File: config.mk
export PLATFORM = sky130hd
export DESIGN_NAME = sdram_write_sched_flat
export DESIGN_NICKNAME = d
export VERILOG_FILES = /design/src/rtl/sdram_write_sched_if.sv /design/src/rtl/sdram_write_sched.sv /design/src/flat_wrapper.sv
export SDC_FILE = /design/constraint.sdc
export NUM_CORES = 1
export LEC_CHECK = 0
export CORE_MARGIN = 8
export CORE_UTILIZATION = 39
export DETAILED_ROUTE_END_ITERATION = 6
export GPL_ROUTABILITY_DRIVEN = 0
export PLACE_DENSITY = 0.65
export REMOVE_ABC_BUFFERS = 1
export SLEW_MARGIN = 25
export SYNTH_ARGS = -nofsm -noshare
export SYNTH_HDL_FRONTEND = slang
export SYNTH_SLANG_ARGS = --single-unit
File: constraint.sdc
create_clock -name clk -period 10.8 [get_ports clk]
set_clock_uncertainty 0.15 [all_clocks]
set_input_delay 1.08 -clock clk [delete_from_list [all_inputs] [get_ports clk]]
set_output_delay 1.08 -clock clk [all_outputs]
set_load 0.02 [all_outputs]
File: src/rtl/sdram_write_sched_if.sv
// Bus bundle for the SDRAM write scheduler: loader pulses, fb handshake and
// the single SDRAM write port.
interface sdram_write_sched_if #(
   parameter int AW = 25,
   parameter int DW = 32
);
   logic [AW-1:0] sl_addr;
   logic [DW-1:0] sl_io;
   logic          sl_we;
   logic          sl_done;
   logic          fb_req;
   logic [AW-1:0] fb_addr;
   logic [DW-1:0] fb_data;
   logic          fb_ack;
   logic          sd_req;
   logic [AW-1:0] sd_addr;
   logic [DW-1:0] sd_wdata;
   logic          sd_ack;
   logic          sl_overflow;
   logic          load_done;

   modport slave (
      input  sl_addr, sl_io, sl_we, sl_done,
      input  fb_req, fb_addr, fb_data,
      input  sd_ack,
      output fb_ack, sd_req, sd_addr, sd_wdata, sl_overflow, load_done
   );

   modport master (
      output sl_addr, sl_io, sl_we, sl_done,
      output fb_req, fb_addr, fb_data,
      output sd_ack,
      input  fb_ack, sd_req, sd_addr, sd_wdata, sl_overflow, load_done
   );
endinterface

File: src/rtl/sdram_write_sched.sv
// Arbitrates the scene loader (FIFO-buffered pulses) and the frame-buffer
// writer (req/ack) onto one registered SDRAM write port.
//
// state   | meaning
// IDLE    | output register empty, sd_req low
// BUSY_SL | loader write presented on the SDRAM port
// BUSY_FB | frame-buffer write presented on the SDRAM port
module sdram_write_sched #(
   parameter int DEPTH    = 8,
   parameter int AW       = 25,
   parameter int DW       = 32,
   parameter int SL_BURST = 4
) (
   input  logic clk,
   input  logic rst,
   sdram_write_sched_if.slave bus
);
   localparam int PW = $clog2(DEPTH) + 1;
   localparam int CW = $clog2(SL_BURST + 1);
   localparam logic [CW-1:0] BURST_MAX = CW'(SL_BURST);

   typedef enum logic [1:0] {
      IDLE    = 2'd0,
      BUSY_SL = 2'd1,
      BUSY_FB = 2'd2
   } state_t;

   state_t state, state_nx;

   logic [AW-1:0] fifo_addr [DEPTH];
   logic [DW-1:0] fifo_data [DEPTH];
   logic [PW-1:0] wr_ptr, rd_ptr;
   logic [CW-1:0] sl_cnt, sl_cnt_nx;

   logic fifo_empty, fifo_full;
   logic fb_pend, free, grant_sl, grant_fb, push;
   logic sl_outstanding, done_now;

   logic          sd_req_q, fb_ack_q, overflow_q, done_seen_q, load_done_q;
   logic [AW-1:0] sd_addr_q;
   logic [DW-1:0] sd_wdata_q;

   assign fifo_empty = (wr_ptr == rd_ptr);
   assign fifo_full  = (wr_ptr[PW-2:0] == rd_ptr[PW-2:0]) &&
                       (wr_ptr[PW-1] != rd_ptr[PW-1]);

   // The request is still held high during the fb_ack cycle; it is already ours.
   assign fb_pend = bus.fb_req & ~fb_ack_q;
   assign free    = (state == IDLE) | bus.sd_ack;

   assign push           = bus.sl_we & (~fifo_full | grant_sl);
   assign sl_outstanding = (state == BUSY_SL) & ~bus.sd_ack;
   assign done_now       = bus.sl_done | done_seen_q;

   always_ff @(posedge clk or posedge rst) begin
      if (rst) begin
         state  <= IDLE;
         sl_cnt <= '0;
      end else begin
         state  <= state_nx;
         sl_cnt <= sl_cnt_nx;
      end
   end

   always_comb begin
      state_nx  = state;
      sl_cnt_nx = sl_cnt;
      grant_sl  = 1'b0;
      grant_fb  = 1'b0;
      if (free) begin
         if (!fifo_empty && !(fb_pend && sl_cnt == BURST_MAX)) begin
            grant_sl = 1'b1;
            state_nx = BUSY_SL;
            if (sl_cnt != BURST_MAX) sl_cnt_nx = sl_cnt + 1'b1;
         end else if (fb_pend) begin
            grant_fb  = 1'b1;
            state_nx  = BUSY_FB;
            sl_cnt_nx = '0;
         end else begin
            state_nx = IDLE;
         end
      end
      if (!bus.fb_req) sl_cnt_nx = '0;
   end

   always_ff @(posedge clk or posedge rst) begin
      if (rst) begin
         sd_req_q    <= 1'b0;
         sd_addr_q   <= '0;
         sd_wdata_q  <= '0;
         fb_ack_q    <= 1'b0;
         wr_ptr      <= '0;
         rd_ptr      <= '0;
         overflow_q  <= 1'b0;
         done_seen_q <= 1'b0;
         load_done_q <= 1'b0;
      end else begin
         fb_ack_q <= grant_fb;
         if (free) sd_req_q <= grant_sl | grant_fb;
         if (grant_sl) begin
            sd_addr_q  <= fifo_addr[rd_ptr[PW-2:0]];
            sd_wdata_q <= fifo_data[rd_ptr[PW-2:0]];
            rd_ptr     <= rd_ptr + 1'b1;
         end else if (grant_fb) begin
            sd_addr_q  <= bus.fb_addr;
            sd_wdata_q <= bus.fb_data;
         end
         if (push) wr_ptr <= wr_ptr + 1'b1;
         if (bus.sl_we && !push) overflow_q <= 1'b1;
         if (bus.sl_done) done_seen_q <= 1'b1;
         if (done_now && fifo_empty && !sl_outstanding) load_done_q <= 1'b1;
      end
   end

   // Storage needs no reset; validity is tracked by the pointers alone.
   always_ff @(posedge clk) begin
      if (push) begin
         fifo_addr[wr_ptr[PW-2:0]] <= bus.sl_addr;
         fifo_data[wr_ptr[PW-2:0]] <= bus.sl_io;
      end
   end

   assign bus.sd_req      = sd_req_q;
   assign bus.sd_addr     = sd_addr_q;
   assign bus.sd_wdata    = sd_wdata_q;
   assign bus.fb_ack      = fb_ack_q;
   assign bus.sl_overflow = overflow_q;
   assign bus.load_done   = load_done_q;
endmodule
File: src/flat_wrapper.sv
// flat-port wrapper written by rule: the top's interface ports become plain ports
module sdram_write_sched_flat 
#(
   parameter int DEPTH    = 8,
   parameter int AW       = 25,
   parameter int DW       = 32,
   parameter int SL_BURST = 4
)
  (clk, rst, bus_sl_addr, bus_sl_io, bus_sl_we, bus_sl_done, bus_fb_req, bus_fb_addr, bus_fb_data, bus_sd_ack, bus_fb_ack, bus_sd_req, bus_sd_addr, bus_sd_wdata, bus_sl_overflow, bus_load_done);
  sdram_write_sched_if #(.AW(AW), .DW(DW)) bus_i ();
  input  logic clk;
  input  logic rst;
  input wire logic [$bits(bus_i.sl_addr)-1:0] bus_sl_addr;
  input wire logic [$bits(bus_i.sl_io)-1:0] bus_sl_io;
  input wire logic [$bits(bus_i.sl_we)-1:0] bus_sl_we;
  input wire logic [$bits(bus_i.sl_done)-1:0] bus_sl_done;
  input wire logic [$bits(bus_i.fb_req)-1:0] bus_fb_req;
  input wire logic [$bits(bus_i.fb_addr)-1:0] bus_fb_addr;
  input wire logic [$bits(bus_i.fb_data)-1:0] bus_fb_data;
  input wire logic [$bits(bus_i.sd_ack)-1:0] bus_sd_ack;
  output wire logic [$bits(bus_i.fb_ack)-1:0] bus_fb_ack;
  output wire logic [$bits(bus_i.sd_req)-1:0] bus_sd_req;
  output wire logic [$bits(bus_i.sd_addr)-1:0] bus_sd_addr;
  output wire logic [$bits(bus_i.sd_wdata)-1:0] bus_sd_wdata;
  output wire logic [$bits(bus_i.sl_overflow)-1:0] bus_sl_overflow;
  output wire logic [$bits(bus_i.load_done)-1:0] bus_load_done;
  assign bus_i.sl_addr = bus_sl_addr;
  assign bus_i.sl_io = bus_sl_io;
  assign bus_i.sl_we = bus_sl_we;
  assign bus_i.sl_done = bus_sl_done;
  assign bus_i.fb_req = bus_fb_req;
  assign bus_i.fb_addr = bus_fb_addr;
  assign bus_i.fb_data = bus_fb_data;
  assign bus_i.sd_ack = bus_sd_ack;
  assign bus_fb_ack = bus_i.fb_ack;
  assign bus_sd_req = bus_i.sd_req;
  assign bus_sd_addr = bus_i.sd_addr;
  assign bus_sd_wdata = bus_i.sd_wdata;
  assign bus_sl_overflow = bus_i.sl_overflow;
  assign bus_load_done = bus_i.load_done;
  sdram_write_sched #(.DEPTH(DEPTH), .AW(AW), .DW(DW), .SL_BURST(SL_BURST)) u_core (.clk(clk), .rst(rst), .bus(bus_i));
endmodule
Word-level counts from Yosys, hierarchy flattened. Memory sizes are Yosys's and may differ from the RTL's. Index checks and enable logic that the tools add are counted.

Output and inout bits: 61. RAM bits: 456. Bits in registers: 75. Input bits: 120. Memories kept: 2. Logic and storage cells: 66.

$add $sub $neg: 3. Reductions and logical operators: 13. Bitwise gates (word level): 10. Mux-type cells: 18. Eq/ne operators: 9.

Memory list: u_core.fifo_data (depth 8, width 32, read ports 1, clocked after Yosys merged registers in 0, write ports 1, RTL line sdram_write_sched.sv:31) `logic [DW-1:0] fifo_data [DEPTH];`; u_core.fifo_addr (depth 8, width 25, read ports 1, clocked after Yosys merged registers in 0, write ports 1, RTL line sdram_write_sched.sv:30) `logic [AW-1:0] fifo_addr [DEPTH];`.

Operators by type and width (count): 2-to-1 mux 32 bit (2); 2-to-1 mux 25 bit (2); 2-to-1 mux 3 bit (5); adder 4 x 1 -> 4 bit (second input constant) (2); 2-to-1 mux 1 bit (7); logical AND 1 bit (6); != test 3 bit (second input constant) (2); equality test 4 bit (1); logical NOT 1 bit (4); 2-to-1 mux 2 bit (2); bitwise OR 1 bit (4); adder 3 x 1 -> 3 bit (second input constant) (1); bitwise AND 1 bit (3); equality test 3 bit (1); equality test 3 bit (second input constant) (1); != test 3 x 1 -> 1 bit (second input constant) (1); NOT 1 bit (3); AND reduction 3 bit (1); equality test 2 x 1 -> 1 bit (second input constant) (1); logical NOT 2 bit (1); != test 2 x 1 -> 1 bit (second input constant) (1); nonzero test 2 bit (1); != test 1 bit (1).

Logic depth before layout (Yosys ltp).
Depth in word-level cells: 11. Depth in mapped cells: 8. Gate-level depth less buffers: 6.

Worst setup path after synthesis. Ideal clock, no wire load.

Path kind: input port to flip-flop. Start: input bus_fb_req. End: memory u_core.fifo_addr[4][0], enable pin. Slack: 2295 ps. Stages on the path: 5. Buffers on the path: 1. Required time: 10017 ps. Arrival: 7723 ps. Setup time: 633 ps. Cell sequence: nor2b_1 buf_2 a21oi_1 o21ai_2 nor4b_1.

Cells in the longest elaborated chain, start to end: 10.

Ends and longest elaborated chain: start: declaration (RTL line flat_wrapper.sv:17) `input wire logic [$bits(bus_i.fb_req)-1:0] bus_fb_req;`; bitwise AND 1 bit (RTL line sdram_write_sched.sv:48) `assign fb_pend = bus.fb_req & ~fb_ack_q;`; logical AND 1 bit (RTL line sdram_write_sched.sv:71) `if (!fifo_empty && !(fb_pend && sl_cnt == BURST_MAX)) begin`; logical NOT 1 bit (RTL line sdram_write_sched.sv:71); logical AND 1 bit (RTL line sdram_write_sched.sv:71); 2-to-1 mux 1 bit (RTL line sdram_write_sched.sv:71); 2-to-1 mux 1 bit (RTL line sdram_write_sched.sv:70) `if (free) begin`; bitwise OR 1 bit (RTL line sdram_write_sched.sv:51) `assign push = bus.sl_we & (~fifo_full | grant_sl);`; bitwise AND 1 bit (RTL line sdram_write_sched.sv:51); 2-to-1 mux 1 bit (RTL line sdram_write_sched.sv:117) `if (push) begin`; 2-to-1 mux 1 bit (not written as such) (RTL line sdram_write_sched.sv:118) `fifo_addr[wr_ptr[PW-2:0]] <= bus.sl_addr;`; end: declaration (RTL line sdram_write_sched.sv:30).

Every way passes these cells.

Worst setup path in the final report.
Start: register u_core.rd_ptr[0]. End: register u_core.wr_ptr[3].

Cells in the longest elaborated chain, start to end: 7.

Ends and longest elaborated chain: start: declaration (RTL line sdram_write_sched.sv:32) `logic [PW-1:0] wr_ptr, rd_ptr;`; start signal: assignment (RTL line sdram_write_sched.sv:103) `rd_ptr <= rd_ptr + 1'b1;`; equality test 4 bit (RTL line sdram_write_sched.sv:43) `assign fifo_empty = (wr_ptr == rd_ptr);`; logical NOT 1 bit (RTL line sdram_write_sched.sv:71); logical AND 1 bit (RTL line sdram_write_sched.sv:71); 2-to-1 mux 1 bit (RTL line sdram_write_sched.sv:71); 2-to-1 mux 1 bit (RTL line sdram_write_sched.sv:70); bitwise OR 1 bit * (RTL line sdram_write_sched.sv:51); bitwise AND 1 bit * (RTL line sdram_write_sched.sv:51); end signal: assignment (RTL line sdram_write_sched.sv:108) `if (push) wr_ptr <= wr_ptr + 1'b1;`; end: declaration (RTL line sdram_write_sched.sv:32).

Mark *: on every way between the ends. The rest lies on a longest branch, timed or not. A chain may end at the register's enable or synchronous reset.

==> results.md <==
- FF-to-FF setup slack: about 6400 ps
- Sequential area share after synthesis: 0.698
- Nets: between 1500 and 2000
- Int Power: about 0.0049 W
- Post-Route WL: between 50000 and 60000 um
- Vias in the first global route: approximately 14000
- Die width: 255 um
- Commonest non-fill, non-tap cell in the layout: edfxtp_1
- Core Footprint: 56500 um2
- Clk Latency, worst-skew pair: between 500 and 600 ps
- Yosys warnings: 0
- Routed len/inst: around 24 um
- Htree depth: 2
- Fin. Hold Viols: 0
- Crit. End Element: flop
- R2R Path Start: u_core.rd_ptr[0]$_DFFE_PP0N_
- Post-route ant nets: 0
- CTS clock-pin slew for the worst setup and hold paths: about 60 ps
- Leak: 8.76 nW
- Synth top area share: 0.614
- Largest stage delay, worst path: ~850 ps
- Worst hold endpoint: u_core.done_seen_q$_DFFE_PP0P_
- RSZ-0062 raised after global routing: no
- Post-synth EDFFs: between 400 and 500
- Period utilization: 0.406
- Largest cells by area after synthesis: edfxtp_1, mux4_2, dfrtp_1
- Post-CTS resize count: 0
- Post-layout minimum cycle time: 4390 ps
- Hold WS: 301 ps
- P per Cell Area: between 200 and 300 nW/um2
- Worst Setup Start Kind: flop
- Site row count: 87
- Combinational share of power: 0.347
- CP bufs+invs: 3
- Routed vias: ~13000
- Hold path depth: 1
- Layout cell share with drive strength beyond 1: 0.208
- Sw Share: 0.326
- Least-Margin Pin Slew: around 1100 ps
- Max frequency: between 200 and 250 MHz
- Clock buffer depth: 3
- Area Overhead vs Synth: 19.7%
- Worst Reg-to-Reg Cells: 7
- Pre-antenna DRT Iters: 5
- Pin count of the biggest net entering global routing: a little under 80
- IO Port Bufs: between 150 and 200
- DR iter-0 viols: between 800 and 900
- Clock share of power: 0.254
- CP top delay family: buffers and inverters
- Io pins: around 180
- Net Sw Power: approximately 0.0024 W
- Final setup viols: 0
- Reg power frac: 0.398
- GR Util All Layers: 0.167
- Final core occ: 0.472
- Die height: 255 um
- Drt via density: 5.71
- Status: finished, final reports clean
- R2R Path End: u_core.wr_ptr[3]$_DFFE_PP0P_
- DRC: 0
- Rel. slew slack: 0.257
- Initial antenna violation count: 4
- Post-route setup TNS: 0 ps
- Syn Std Cell Area: ~22000 um2
- Worst hold path type: reg -> reg
- Total of max-cap violations: 0
- Root buffer cell: clkbuf_16
- Cts bufs inserted: 54
- Critical path arrival: ~4700 ps
- Cells after Synth: 1289
- Die ar.: about 65000 um2
- Flip-flop and latch count after synthesis: around 530
- Critical hold path startpoint: u_core.done_seen_q$_DFFE_PP0P_
- Slowest CP cell: dfrtp_4
- Netlist cell types: 40
- Synthesized area per cell: between 15 and 20 um2
- # hold bufs at CTS: 0
- Final Max Slew Viols: 0
- Setup Buffers After CTS: 0
- Global route total overflow: 0
- Dpl hpwl: about 30000 um
- Type of the worst setup path: reg -> reg
- CTS tree: built
- Maximum vdd drop: 0.134 mV
- CP Max Fanout: between 50 and 60
- Commonest non-fill, non-tap cells in the layout: edfxtp_1, clkdlybuf4s50_1, nand2_1, mux4_2, dfrtp_1
- Fraction of registers with async set/reset: 0.141
- Sinks on Clock Net: roughly 530
- Post-synth top area cell: edfxtp_1
- Initial Utilization: 0.395
- Crit-path cells: buf_4 > buf_4 > xor2_1 > nor4_1 > a21oi_4 > buf_4 > xor2_1
- Ys flop type: edfxtp_1
- First-pass GRT wire length: approximately 83000 um
- Most used cell, CP: buf_4
- Critical path required time: 11070 ps
synth_stat cells (6+ instances only):
cell,count
mux4_2,114
clkbuf_1,80
a41oi_1,57
buf_2,20
nand3_1,59
xor2_1,6
nand4_1,60
a2111oi_0,57
buf_6,12
mux2_2,59
edfxtp_1,456
dfrtp_1,75
nand2_1,121
nor2b_1,58
xnor2_1,8
flip-flops by register name, summed over array words and instances (netlist names):
signal                  cells
u_core.fifo_data          256
u_core.bus.sd_req           1
u_core.bus.sd_addr         25
u_core.bus.load_done        1
u_core.bus.sd_wdata        32
u_core.rd_ptr               4
u_core.done_seen_q          1
u_core.state                2
u_core.bus.fb_ack           1
u_core.fifo_addr          200
u_core.bus.sl_overflow      1
u_core.sl_cnt               3
u_core.wr_ptr               4
power by group through the flow:
stage | combinational, W | sequential [W] | clock (W)
6_report | 0.00255 | 0.00292 | 0.00187
2_1_floorplan | 0.00154 | 0.00320 | 0
4_1_cts | 0.00255 | 0.00296 | 0.00191
3_5_place_dp | 0.00254 | 0.00300 | 0
5_1_grt | 0.00276 | 0.00297 | 0.00198
3_3_place_gp | 0.00249 | 0.00298 | 0
layout make-up:
cell class	count	area, um2
inverters	4	17.5
well taps	756	946
flip-flops and latches	531	15600
multi-input cells	642	6290
clock buffers	79	1570
repair buffers	210	2050
diodes	1	2.50
clock inverters	22	226
fillers	4765	29800
cell families (layout without fill, tap and decap cells):
group                    after synthesis  count (layout)  share of synthesized area
flip-flops                           531             531                      0.698
AND/OR/NAND/NOR                      318             318                     0.0731
multiplexers                         173             173                      0.145
AO/OA/AOI/OAI                        133             133                     0.0510
buffers and inverters                116             315                     0.0247
XOR/XNOR                              14              14                    0.00550
adder cells (fa/ha/maj)                4               4                    0.00225
other                                  0               1                          0
per-layer routing:
layer,track usage,share of wire,wire (um)
met5,0,0.00068,37
met4,0.0388,0.016,885
met3,0.0391,0.070,3830
met2,0.271,0.48,25900
met1,0.227,0.44,23900
worst register-to-register path, cell delays in order (launching register included):
cell	delay (ps)
dfrtp_4	850
buf_4	610
buf_4	710
xor2_1	290
nor4_1	750
a21oi_4	100
buf_4	480
xor2_1	280
how the worst max path moves through the flow:
stage,depth (start not counted),end,from
after global placement,7,u_core.fifo_addr[0][9]$_DFFE_PP_,bus_fb_req
after global routing,7,u_core.wr_ptr[3]$_DFFE_PP0P_,u_core.rd_ptr[0]$_DFFE_PP0N_
after floorplan,3,u_core.fifo_addr[7][0]$_DFFE_PP_,u_core.state[1]$_DFFE_PP0P_
final,7,u_core.wr_ptr[3]$_DFFE_PP0P_,u_core.rd_ptr[0]$_DFFE_PP0N_
after detailed placement,7,u_core.fifo_data[0][10]$_DFFE_PP_,bus_fb_req
after CTS,7,u_core.wr_ptr[3]$_DFFE_PP0P_,u_core.rd_ptr[0]$_DFFE_PP0N_
metrics by stage:
stage | instances | total power [W] | instance area, um2 | setup WS (ps)
2_1_floorplan | 1177 | 0.00473 | 21800 | -1630
3_3_place_gp | 2141 | 0.00547 | 24800 | 5950
3_5_place_dp | 2141 | 0.00554 | 24800 | 5820
4_1_cts | 2242 | 0.00742 | 26600 | 6260
5_1_grt | 2244 | 0.00771 | 26700 | 6010
6_report | 2245 | 0.00733 | 26700 | 6410
(Power assumes the default switching activity.)
